<file path="config.mk">
export PLATFORM = sky130hd
export DESIGN_NAME = ks_sum
export DESIGN_NICKNAME = d
export VERILOG_FILES = /design/src/rtl/ks_pkg.sv /design/src/rtl/ks_skid.sv /design/src/rtl/ks_sum.sv
export SDC_FILE = /design/constraint.sdc
export NUM_CORES = 1
export LEC_CHECK = 0
export CORE_ASPECT_RATIO = 2
export CORE_UTILIZATION = 42
export DETAILED_ROUTE_END_ITERATION = 10
export PLACE_DENSITY = 0.74
export SLEW_MARGIN = 20
export SYNTH_ARGS = -nofsm -noshare
export SYNTH_HDL_FRONTEND = slang
export SYNTH_SLANG_ARGS = --single-unit
</file>
<file path="constraint.sdc">
create_clock -name i_clk -period 1.8 [get_ports i_clk]
set_input_delay 0.27 -clock i_clk [delete_from_list [all_inputs] [get_ports i_clk]]
set_output_delay 0.27 -clock i_clk [all_outputs]
set_load 0.03 [all_outputs]
</file>
<file path="src/rtl/ks_pkg.sv">
// rtl/ks_pkg.sv - shared types and constants for the ks_* Kogge-Stone adder stages
//
// Purpose: common width, result payload and skid-buffer state encoding used by
//          every ks_* stage.
// Contents:
//   KS_W             operand width of the adder
//   ks_res_t         registered result payload {sum, cout, zero}
//   ks_skid_state_e  occupancy of a 2-entry skid register, encoded {main_valid, skid_valid}
package ks_pkg;

  localparam int KS_W = 24;

  typedef struct packed {
    logic [KS_W-1:0] sum;
    logic            cout;
    logic            zero;
  } ks_res_t;

  // Encoded as {main_valid, skid_valid} so the valid bits fall straight out of the state.
  typedef enum logic [1:0] {
    KS_EMPTY = 2'b00,
    KS_ONE   = 2'b10,
    KS_FULL  = 2'b11
  } ks_skid_state_e;

endpackage

</file>
<file path="src/rtl/ks_skid.sv">
// rtl/ks_skid.sv - 2-entry valid/ready skid register (main + skid) for a typed payload
//
// Purpose: registers a payload behind a valid/ready handshake. o_ready depends
//          only on registered state, so there is no combinational path from
//          i_ready back to o_ready.
// Ports:
//   i_clk    clock, rising edge
//   i_rst    synchronous active-high reset; clears both entries and payloads
//   i_valid  upstream word valid
//   o_ready  can accept a word this cycle (skid entry empty)
//   i_data   upstream payload
//   o_valid  main entry holds a word
//   i_ready  downstream accepts the word
//   o_data   main entry payload
module ks_skid
  import ks_pkg::*;
#(
  parameter type T = ks_res_t
) (
  input  logic i_clk,
  input  logic i_rst,
  input  logic i_valid,
  output logic o_ready,
  input  T     i_data,
  output logic o_valid,
  input  logic i_ready,
  output T     o_data
);

  ks_skid_state_e r_state;
  T               r_main;
  T               r_skid;

  logic w_accept;
  logic w_xfer;

  assign o_valid  = (r_state != KS_EMPTY);
  assign o_ready  = (r_state != KS_FULL);
  assign o_data   = r_main;
  assign w_accept = i_valid & o_ready;
  assign w_xfer   = o_valid & i_ready;

  always_ff @(posedge i_clk) begin
    if (i_rst) begin
      r_state <= KS_EMPTY;
      r_main  <= '0;
      r_skid  <= '0;
    end else begin
      case (r_state)
        KS_EMPTY: begin
          if (w_accept) begin
            r_main  <= i_data;
            r_state <= KS_ONE;
          end
        end
        KS_ONE: begin
          if (w_accept && w_xfer) begin
            r_main <= i_data;
          end else if (w_accept) begin
            // Consumer stalled: park the new word behind the one in main.
            r_skid  <= i_data;
            r_state <= KS_FULL;
          end else if (w_xfer) begin
            r_state <= KS_EMPTY;
          end
        end
        KS_FULL: begin
          if (w_xfer) begin
            r_main  <= r_skid;
            r_state <= KS_ONE;
          end
        end
        default: r_state <= KS_EMPTY;
      endcase
    end
  end

endmodule

</file>
<file path="src/rtl/ks_sum.sv">
// rtl/ks_sum.sv - final registered sum stage of the 24-bit Kogge-Stone adder
//
// Purpose: forms sum, carry-out and zero flag from the resolved group-generate
//          vector, saved propagate bits and carry-in, then registers the
//          result behind a back-pressurable skid register.
// Ports:
//   i_clk     clock, rising edge
//   i_rst     synchronous active-high reset
//   i_valid   upstream word valid
//   o_ready   this block can accept a word this cycle
//   i_c0      adder carry-in
//   i_gk      group generate, i_gk[k] = G[k:0] with carry-in folded in
//   i_p_save  bitwise propagate a^b
//   o_valid   output word valid
//   i_ready   downstream accepts the word
//   o_sum     sum bits
//   o_cout    carry out of bit W-1
//   o_zero    o_sum == 0
module ks_sum
  import ks_pkg::*;
#(
  parameter int W = KS_W
) (
  input  logic         i_clk,
  input  logic         i_rst,
  input  logic         i_valid,
  output logic         o_ready,
  input  logic         i_c0,
  input  logic [W-1:0] i_gk,
  input  logic [W-1:0] i_p_save,
  output logic         o_valid,
  input  logic         i_ready,
  output logic [W-1:0] o_sum,
  output logic         o_cout,
  output logic         o_zero
);

  logic [W-1:0] w_sum;
  ks_res_t      w_res;
  ks_res_t      w_out;

  // Carry into bit k is G[k-1:0]; bit 0 takes the raw carry-in.
  assign w_sum      = i_p_save ^ {i_gk[W-2:0], i_c0};
  assign w_res.sum  = w_sum;
  assign w_res.cout = i_gk[W-1];
  assign w_res.zero = ~|w_sum;

  ks_skid #(
    .T(ks_res_t)
  ) u_skid (
    .i_clk   (i_clk),
    .i_rst   (i_rst),
    .i_valid (i_valid),
    .o_ready (o_ready),
    .i_data  (w_res),
    .o_valid (o_valid),
    .i_ready (i_ready),
    .o_data  (w_out)
  );

  assign o_sum  = w_out.sum;
  assign o_cout = w_out.cout;
  assign o_zero = w_out.zero;

endmodule

</file>
### Yosys cells after proc, flatten, opt, wreduce, memory -nomap -nowiden

Index checks and enable logic that the tools add are counted.

| word-level totals | value |
|---|---|
| register bits after elaboration | 54 |
| output and inout port bits | 28 |
| logic and storage cells | 38 |

| cells by class | value |
|---|---|
| equal/unequal tests | 8 |
| mux-type cells | 10 |
| bitwise operators | 4 |
| reductions and logical operators | 9 |

Operators with widths:

| kind | count |
|---|---|
| $mux 26 | 3 |
| $pmux 26 s3 | 1 |
| $reduce_or 24->1 | 1 |
| $xor 24x24->24 | 1 |
| $mux 2 | 5 |
| $reduce_and 4->1 | 2 |
| $ne 2x1->1 const B | 3 |
| $pmux 2 s3 | 1 |
| $eq 2x2->1 const B | 2 |
| $ne 2x2->1 const B | 2 |
| $ne 3x1->1 const B | 1 |
| $reduce_and 3->1 | 1 |
| $reduce_bool 3->1 | 1 |
| $and 1x1->1 | 2 |
| $logic_not 2->1 | 1 |
| $reduce_bool 2->1 | 1 |
| $logic_and 1x1->1 | 1 |
| $logic_not 1->1 | 1 |
| $not 1->1 | 1 |

### Depth between registers and ports, before layout

Gate-level depths: netlist (run 1).

| logic depth | value |
|---|---|
| depth in word-level cells | 6 |
| depth in mapped cells | 8 |
| gate-level depth less buffers | 7 |

### Hierarchy

A second synthesis (run 1) with hierarchy kept.

| second synthesis, totals | value |
|---|---|
| cells, all modules | 322 |
| area, all modules | 2798.9 µm² |

Modules (own cells, without submodules):

| module | times used | cells an instance | area an instance (µm²) | sequential area each (µm²) |
|---|---|---|---|---|
| ks_skid | 1 | 289 | 2537.4 | 1081.0 |
| ks_sum | 1 | 33 | 261.5 | 0.0 |

### Worst setup path before layout (run 1)

No wires, ideal clock.

| timing path | value |
|---|---|
| kind | register to register |
| start point | reg u_skid.r_state[0] |
| end point | reg u_skid.r_main, in the netlist u_skid.o_data[16] |
| library setup time | 70 ps |
| data arrival time | 1837 ps |
| required time | 1730 ps |
| path slack | -107 ps |
| cell stages (with the launch flop) | 9 |
| path buffers | 1 |
| cell sequence | dfxtp_1 inv_1 ha_1 inv_1 a22oi_2 a211oi_4 buf_6 o211ai_2 a21oi_2 |

| between the ends | value |
|---|---|
| word-level cells in the longest chain between the ends | 5 |

Ends and longest elaborated chain:

| item | RTL line | source |
|---|---|---|
| start, declared | ks_skid.sv:30 | `ks_skid_state_e r_state;` |
| start signal, assigned | ks_skid.sv:45 | `r_state <= KS_EMPTY;` |
| start signal, assigned | ks_skid.sv:53 | `r_state <= KS_ONE;` |
| start signal, assigned | ks_skid.sv:62 | `r_state <= KS_FULL;` |
| $reduce_bool 2->1 * | ks_skid.sv:37 | `assign o_valid = (r_state != KS_EMPTY);` |
| named net o_valid | ks_sum.sv:31 | `output logic o_valid,` |
| $and 1x1->1 * | ks_skid.sv:41 | `assign w_xfer = o_valid & i_ready;` |
| $logic_and 1x1->1 | ks_skid.sv:57 | `if (w_accept && w_xfer) begin` |
| $ne 2x1->1 (no line) | - |  |
| $reduce_and 4->1 (no line) * | - |  |
| end signal, assigned | ks_skid.sv:52 | `r_main <= i_data;` |
| end signal, assigned | ks_skid.sv:58 | `r_main <= i_data;` |
| end signal, assigned | ks_skid.sv:69 | `r_main <= r_skid;` |
| end, declared | ks_skid.sv:31 | `T r_main;` |

Mark *: on every way through the listed nets, which the timed path passes. The rest lies on a longest branch.
A chain may end at the register's enable or synchronous reset.

### Final worst setup path (run 1)

| timing path | value |
|---|---|
| start point | reg u_skid.r_state[1] |
| end point | reg u_skid.r_main, in the netlist u_skid.o_data[7] |

| between the ends | value |
|---|---|
| word-level cells in the longest chain between the ends | 5 |

Ends and longest elaborated chain:

| item | RTL line |
|---|---|
| $ne 2x2->1 / $reduce_bool 2->1 (equally long branches) | ks_skid.sv:38, ks_skid.sv:37 |
| $and 1x1->1, on equally long branches | ks_skid.sv:40, ks_skid.sv:41 |
| $logic_and 1x1->1 | ks_skid.sv:57 |
| $ne 2x1->1 (no line) | - |
| $reduce_and 4->1 (no line) | - |

Several ways; a longest one is shown, not always the timed one.

==> results of run 1 <==
[Yosys cell counts, drive strengths merged (2+ instances only)]
cell type | number | area, um2
a211oi | 27 | 215.2
a21oi | 28 | 177.7
buf | 8 | 51.29
clkbuf | 12 | 45.04
dfxtp | 54 | 1081
ha | 6 | 75.07
inv | 4 | 15.01
mux2i | 4 | 40.04
nand2 | 50 | 190.2
nand3 | 2 | 10.01
nand4 | 6 | 37.54
nor2 | 32 | 120.1
o211ai | 24 | 230.2
xnor2 | 25 | 219.0
[sequential cells by signal (all words and copies together) (netlist names)]
register,flops
u_skid.o_data,26
u_skid.r_skid,26
u_skid.r_state,2
[through the flow]
step / std cells / hold slack [ns] / util, % / setup WS, ns
floorplan: 289 / 0.4172 / - / 0.0006045
global placement: 442 / 0.4385 / 61.16 / -0.1627
detailed placement: 442 / 0.4429 / 61.16 / -0.2026
CTS: 450 / 0.3724 / 63.61 / -0.01057
global route: 465 / 0.3932 / 67.75 / -0.06727
finish: 465 / 0.3769 / 67.75 / 0.01071
[worst reg2reg max path, stage by stage (launching register included)]
cell,delay (ns)
dfxtp_4,0.38
inv_4,0.05
ha_4,0.14
and2b_2,0.27
a22oi_2,0.12
a211oi_4,0.25
clkbuf_4,0.27
o211ai_1,0.11
a21oi_1,0.15
[area by class of cell]
type / instances / area, um2 / area share, %
repair buffers: 125 / 1269 / 31.44
multi-input cells: 211 / 1436 / 35.60
clock buffers: 7 / 142.6 / 3.535
clock inverters: 1 / 5.005 / 0.1240
flip-flops and latches: 54 / 1086 / 26.91
well taps: 63 / 78.83 / 1.953
inverters: 4 / 17.52 / 0.4341
[power groups by stage]
stage	Combinational (mW)	Clock (mW)	Sequential, mW
after floorplan	1.19	0	2.11
after global placement	2.47	0	1.74
after detailed placement	2.51	0	1.76
after CTS	2.52	0.977	1.73
after global routing	3.20	1.03	1.78
final	2.99	0.964	1.74
[how the worst max path moves through the flow]
stage | slack [ns] | cells after the start | endpoint | startpoint
3_3_place_gp | -0.16 | 6 | u_skid.o_data[0] | i_gk[8]
4_1_cts | -0.01 | 8 | u_skid.o_data[12] | u_skid.r_state[1]
6_report | 0.01 | 8 | u_skid.o_data[7] | u_skid.r_state[1]
5_1_grt | -0.07 | 9 | u_skid.o_data[13] | u_skid.r_state[1]
3_5_place_dp | -0.20 | 6 | u_skid.o_data[0] | i_gk[8]
2_1_floorplan | 0.0006 | 8 | u_skid.o_data[14] | u_skid.r_state[0]
[metal layers]
metal	wire length, um	part of all wire [%]	GRT usage (%)	vias up
met5	0	0	0	-
met4	169	2.5	8.943	0
met3	226	3.3	2.765	11
met2	3913	58	37.73	77
met1	2478	37	20.22	1169
li1	-	-	-	1238
[logic make-up (layout without fill, tap and decap cells)]
kind of cell               Yosys count  in the layout
buffers and inverters               24            137
xor gates and xnor gates            25             25
AOI/OAI and AO/OA                   82             82
DFF                                 54             54
and+or+nand+nor                     94             94
adders and majority gates            6              6
muxes                                4              4
[what timing repair did]
action                                  4_1_cts  5_1_grt
gates cloned                                  0        6
buffers inserted                              0        9
gates resized for setup                       1       24
endpoints found under the setup margin        3       40
pin swaps                                     0       29
==> run_results.csv, run 1 <==
group,metric,value,unit
worst_setup_path,cp.arrival,2.01,ns
synth,synth_xor_area_share,8.524,%
synth,yosysWarningCount,0,
sta,hold_viol_final,0,
power_and_ir_drop,pwr-share-seq,30.6,%
grt,grt_max_degree,51,
sta,max_freq,558.9,MHz
sta,setup_tns,0,ns
final_layout,fill_cells,481,
clock_tree,cts_buffers,5,
placement,place_area,3642,um2
die,start_util,43.13,%
placement,port_buffers,80,
sta,min_period_over_period,99.41,%
worst_setup_path,crit_fanout,7,
synth,postSynthCellCount,289,
worst_setup_path,critPathBufInv,2,
worst_setup_path,max_stage_delay,0.38,ns
worst_setup_path,required,2.02,ns
worst_setup_path,critPathSlowestCell,"dfxtp_4",
worst_setup_path,cp-start-kind,"flip-flop",
die,num_io_pins,81,
sta,max_slew_margin,74.20,%
final_layout,final_cell_mix,"clkdlybuf4s50_1, dfxtp_1, nand2_1",
synth,ys.flop_type,"dfxtp_1",
worst_setup_path,rr_worst_depth,8,
sta,period_minus_slack,1.789,ns
synth,synth-seq-cells,54,
routing,wl_per_cell,14.60,um
routing,viasPerCell,5.366,
placement,dpl.hpwl,4502,um
routing,route.detailed.drc,6,
grt,grt_usage,19.71,%
synth,synth_edf_count,0,
power_and_ir_drop,combPwrFrac,52.5,%
routing,vias,2495,
clock_tree,cts-root-buf,"clkbuf_16",
routing,firstDrtPassIters,7,
clock_tree,clockBufferDepth,2,
run_status,status,"finished with violations",
grt,grt_pass1_wl,10020,um
die,rows,40,
final_layout,final_common_cell,"clkdlybuf4s50_1",
worst_setup_path,crit_family,"compound AO/OA/AOI/OAI gates",
power_and_ir_drop,cellPowerDensity,1411,nW/um2
power_and_ir_drop,total_power,5.694,mW
final_layout,fin_area,4035,um2
final_layout,diodes,0,
die,die_area,6452,um2
worst_setup_path,worst_r2r_startpoint,"u_skid.r_state[1]",
power_and_ir_drop,p_leak,1.522,nW
worst_setup_path,critical_path.endpoint_type,"flip-flop",
routing,ant_nets,0,
synth,async_reset_ff_share,0,%
clock_tree,cts_tree,"done",
die,die_y,112.6,um
sta,rsz0062_at_grt,"true",
sta,setup_viol,0,
routing,wl,6787,um
synth,yosysSeqAreaShare,42.08,%
run_status,violations,"design-rule violations",
synth,synth-simple-area-share,15.29,%
grt,grt_pass1_vias,2306,
power_and_ir_drop,p_switching,2.151,mW
synth,synthesis.nets,348,
clock_tree,htree_levels,2,
worst_setup_path,crit_type,"reg -> reg",
synth,synth_compound_area_share,25.28,%
synth,synthDistinctLibCells,28,
synth,synth_area,2569,um2
die,fp.dieW,57.30,um
power_and_ir_drop,switching_share,37.77,%
routing,drtIter0Drc,74,
final_layout,drive_gt1_share,22.89,%
final_layout,layout.nets,460,
synth,synthAdderAreaFrac,2.923,%
sta,worst_pin_slew,0.3870,ns
worst_setup_path,reg2reg_slack,0.01,ns
worst_hold_path,hold_start,"i_rst",
power_and_ir_drop,power.internal,3.543,mW
clock_tree,clk_pin_slew,0.07,ns
final_layout,area_growth,57.09,%
power_and_ir_drop,p_clk_share,16.9,%
worst_setup_path,timing.rr.end,"u_skid.o_data[7]",
power_and_ir_drop,ir_drop,0.8320,mV
clock_tree,clock-sinks,54,
worst_hold_path,worst_hold_path.endpoint,"u_skid.o_data[19]",
grt,grt-ovfl-total,0,
sta,fin_skew,0.001551,ns
synth,avgSynthCellArea,8.888,um2
clock_tree,insertion_delay,0.29,ns
placement,gp_routability_congestion,0.7941,
worst_setup_path,cp_cell_sequence,"inv_4 > ha_4 > and2b_2 > a22oi_2 > a211oi_4 > clkbuf_4 > o211ai_1 > a21oi_1",
worst_hold_path,holdPathStages,2,
grt,antenna_found_initial,0,
die,core-area,5956,um2
sta,drv_slew,0,
worst_hold_path,hold_class,"in -> reg",
synth,synth_top_family_by_area,"compound AO/OA/AOI/OAI gates",
synth,synthMuxAreaShare,1.559,%
clock_tree,postCtsHoldBufs,0,
flow_run,maxCapViolCount,0,
Power figures use the tool's default switching activity.
==> inputs of run 2 (changes only) <==
--- a/config.mk
+++ b/config.mk
@@ -6,6 +6,7 @@
 export NUM_CORES = 1
 export LEC_CHECK = 0
 export CORE_ASPECT_RATIO = 2
+export CORE_MARGIN = 5
 export CORE_UTILIZATION = 42
 export DETAILED_ROUTE_END_ITERATION = 10
 export PLACE_DENSITY = 0.74
==> run 2 against run 1 <==
Effect of this change:
- the run ends with negative setup slack left
- maximum frequency is 0.69% lower
- sequential cell count unchanged
- final cell count down 2.8%
- hold slack gained 0.045 ns
- register-to-register slack hardly changed
- first-iteration DRC count grew 84%
- count of clock-buffer cells in the layout decreased by 1
- clock power down 3.9%
- wire length fell by 3.3%
- critical path depth unchanged
- largest cell class unchanged
- non-clock buffer count down 12
- core utilization fell by 3.5 points
==> run_results.csv, run 2 (synthesis gave the netlist of run 1 again) <==
group,metric,value,unit
run_status,status,"finished with violations",
run_status,violations,"negative setup slack",
sta,rsz0062_at_grt,"true",
die,core-area,6006,um2
routing,wl_per_cell,14.52,um
die,die_y,120.6,um
clock_tree,htree_levels,2,
grt,grt_pass1_vias,2239,
sta,fin_skew,0.005696,ns
power_and_ir_drop,p_switching,2.049,mW
final_layout,layout.nets,448,
final_layout,area_growth,50.22,%
final_layout,register_area,1086,um2
worst_setup_path,cp.arrival,2.01,ns
power_and_ir_drop,total_power,5.361,mW
worst_setup_path,critPathSlowestCell,"dfxtp_4",
clock_tree,clock-sinks,54,
worst_setup_path,max_stage_delay,0.36,ns
clock_tree,clockBufferDepth,2,
power_and_ir_drop,cellPowerDensity,1389,nW/um2
power_and_ir_drop,switching_share,38.23,%
power_and_ir_drop,ir_drop,0.6876,mV
final_layout,fill_cells,524,
die,fp.dieW,65.30,um
clock_tree,clk_pin_slew,0.06,ns
worst_setup_path,cp_cell_sequence,"inv_2 > ha_1 > and2b_2 > a22oi_2 > a211o_4 > buf_4 > a21oi_1 > a211oi_1",
flow_run,maxCapViolCount,0,
grt,grt_max_degree,55,
final_layout,final_common_cell,"clkdlybuf4s50_1",
routing,drtIter0Drc,136,
power_and_ir_drop,p_clk_share,17.3,%
power_and_ir_drop,combPwrFrac,50.4,%
worst_setup_path,crit_fanout,4,
sta,setup_viol,1,
final_layout,multi_input_area,1411,um2
worst_setup_path,cp-start-kind,"flip-flop",
clock_tree,insertion_delay,0.29,ns
clock_tree,cts_buffers,5,
sta,setup_slack,-0.001651,ns
sta,max_freq,555.0,MHz
routing,viasPerCell,5.246,
final_layout,final_cell_mix,"clkdlybuf4s50_1, dfxtp_1, nand2_1",
grt,grt_pass1_wl,10330,um
routing,wl,6564,um
placement,gp_routability_congestion,0.7764,
clock_tree,cts-root-buf,"clkbuf_16",
die,die_area,7875,um2
clock_tree,cts_tree,"done",
final_layout,drive_gt1_share,20.05,%
sta,min_period_over_period,100.1,%
die,num_io_pins,81,
placement,port_buffers,80,
worst_setup_path,critical_path.endpoint_type,"flip-flop",
sta,drv_slew,0,
worst_setup_path,crit_type,"reg -> reg",
routing,firstDrtPassIters,4,
power_and_ir_drop,power.internal,3.311,mW
power_and_ir_drop,pwr-share-seq,32.3,%
sta,hold_viol_final,0,
routing,ant_nets,0,
grt,grt-ovfl-total,0,
worst_setup_path,required,2.01,ns
worst_hold_path,hold_class,"in -> reg",
clock_tree,postCtsHoldBufs,0,
sta,worst_pin_slew,0.3781,ns
routing,vias,2371,
placement,pre_cts_ws,-0.2278,ns
routing,route.detailed.drc,0,
grt,antenna_found_initial,0,
grt,grt_usage,16.82,%
worst_setup_path,critPathBufInv,2,
power_and_ir_drop,p_leak,1.437,nW
worst_setup_path,crit_family,"compound AO/OA/AOI/OAI gates",
die,rows,40,
die,start_util,42.77,%
sta,timing.hold.ws,0.4220,ns
placement,dpl.hpwl,4892,um
final_layout,diodes,0,
sta,period_minus_slack,1.802,ns
sta,max_slew_margin,74.79,%
==> run 2: cell types whose count changed in the layout (fill, tap and decap cells not counted), moves of 2 or more <==
| cell | before | now |
|---|---|---|
| ha_2 | 3 | 0 |
| nand2_1 | 49 | 47 |
| nand2_2 | 0 | 3 |
| clkbuf_16 | 8 | 6 |
| ha_1 | 2 | 6 |
| buf_4 | 32 | 25 |
==> run 2: what timing repair did <==
action	in CTS	in global routing
buffers inserted	0	1
pin swaps	1	6
cloned	0	1
endpoints found under the setup margin	13	32
gates resized for setup	5	7
==> run 2: cell type report <==
cell class	instances	share of cell area [%]
inverters	4	0.3891
clock inverters	1	0.1946
well taps	63	2.043
clock buffers	6	3.340
flip-flops and latches	54	28.15
repair buffers	113	29.31
multi-input cells	211	36.58
==> run 2: power groups by stage <==
stage	Clock (mW)	Combinational [mW]	Sequential [mW]
6_report	0.926	2.70	1.73
5_1_grt	1.00	2.89	1.78
4_1_cts	0.947	2.59	1.73
3_5_place_dp	0	2.56	1.75
3_3_place_gp	0	2.52	1.74
2_1_floorplan	0	1.19	2.11
==> run 2: metrics by stage <==
stage | cell area, um2 | TNS, ns | instances | util [%]
6_report | 3859 | -0.001651 | 452 | 64.25
5_1_grt | 3859 | -0.9975 | 452 | 64.25
4_1_cts | 3797 | -0.01623 | 450 | 63.23
3_5_place_dp | 3650 | -2.978 | 443 | 60.77
3_3_place_gp | 3650 | -2.000 | 443 | 60.77
2_1_floorplan | 2571 | 0 | 289 | -
==> run 2: tightest hold or removal path, cell delays in order <==
cell and delay, ns:
buf_2 0.10, buf_12 0.25, a21oi_2 0.04
==> run 2: path summary, 6_finish.rpt <==
| check | from | end | slack, ns | cells after the start |
|---|---|---|---|---|
| min reg2reg | u_skid.o_data[7] | u_skid.o_data[7] | 0.45 | 2 |
| max | u_skid.r_state[1] | u_skid.o_data[0] | -0.002 | 8 |
| max reg2reg | u_skid.r_state[1] | u_skid.o_data[0] | -0.002 | 8 |
| min | i_rst | u_skid.o_data[22] | 0.42 | 3 |
==> run 2: routing by layer <==
metal	global-route usage [%]	part of all wire [%]	vias up	routed length [um]
met4	6.623	2.0	0	131
li1	-	-	1203	-
met3	2.602	4.5	9	298
met1	16.43	35	1088	2303
met5	0	0	-	0
met2	33.40	58	71	3830
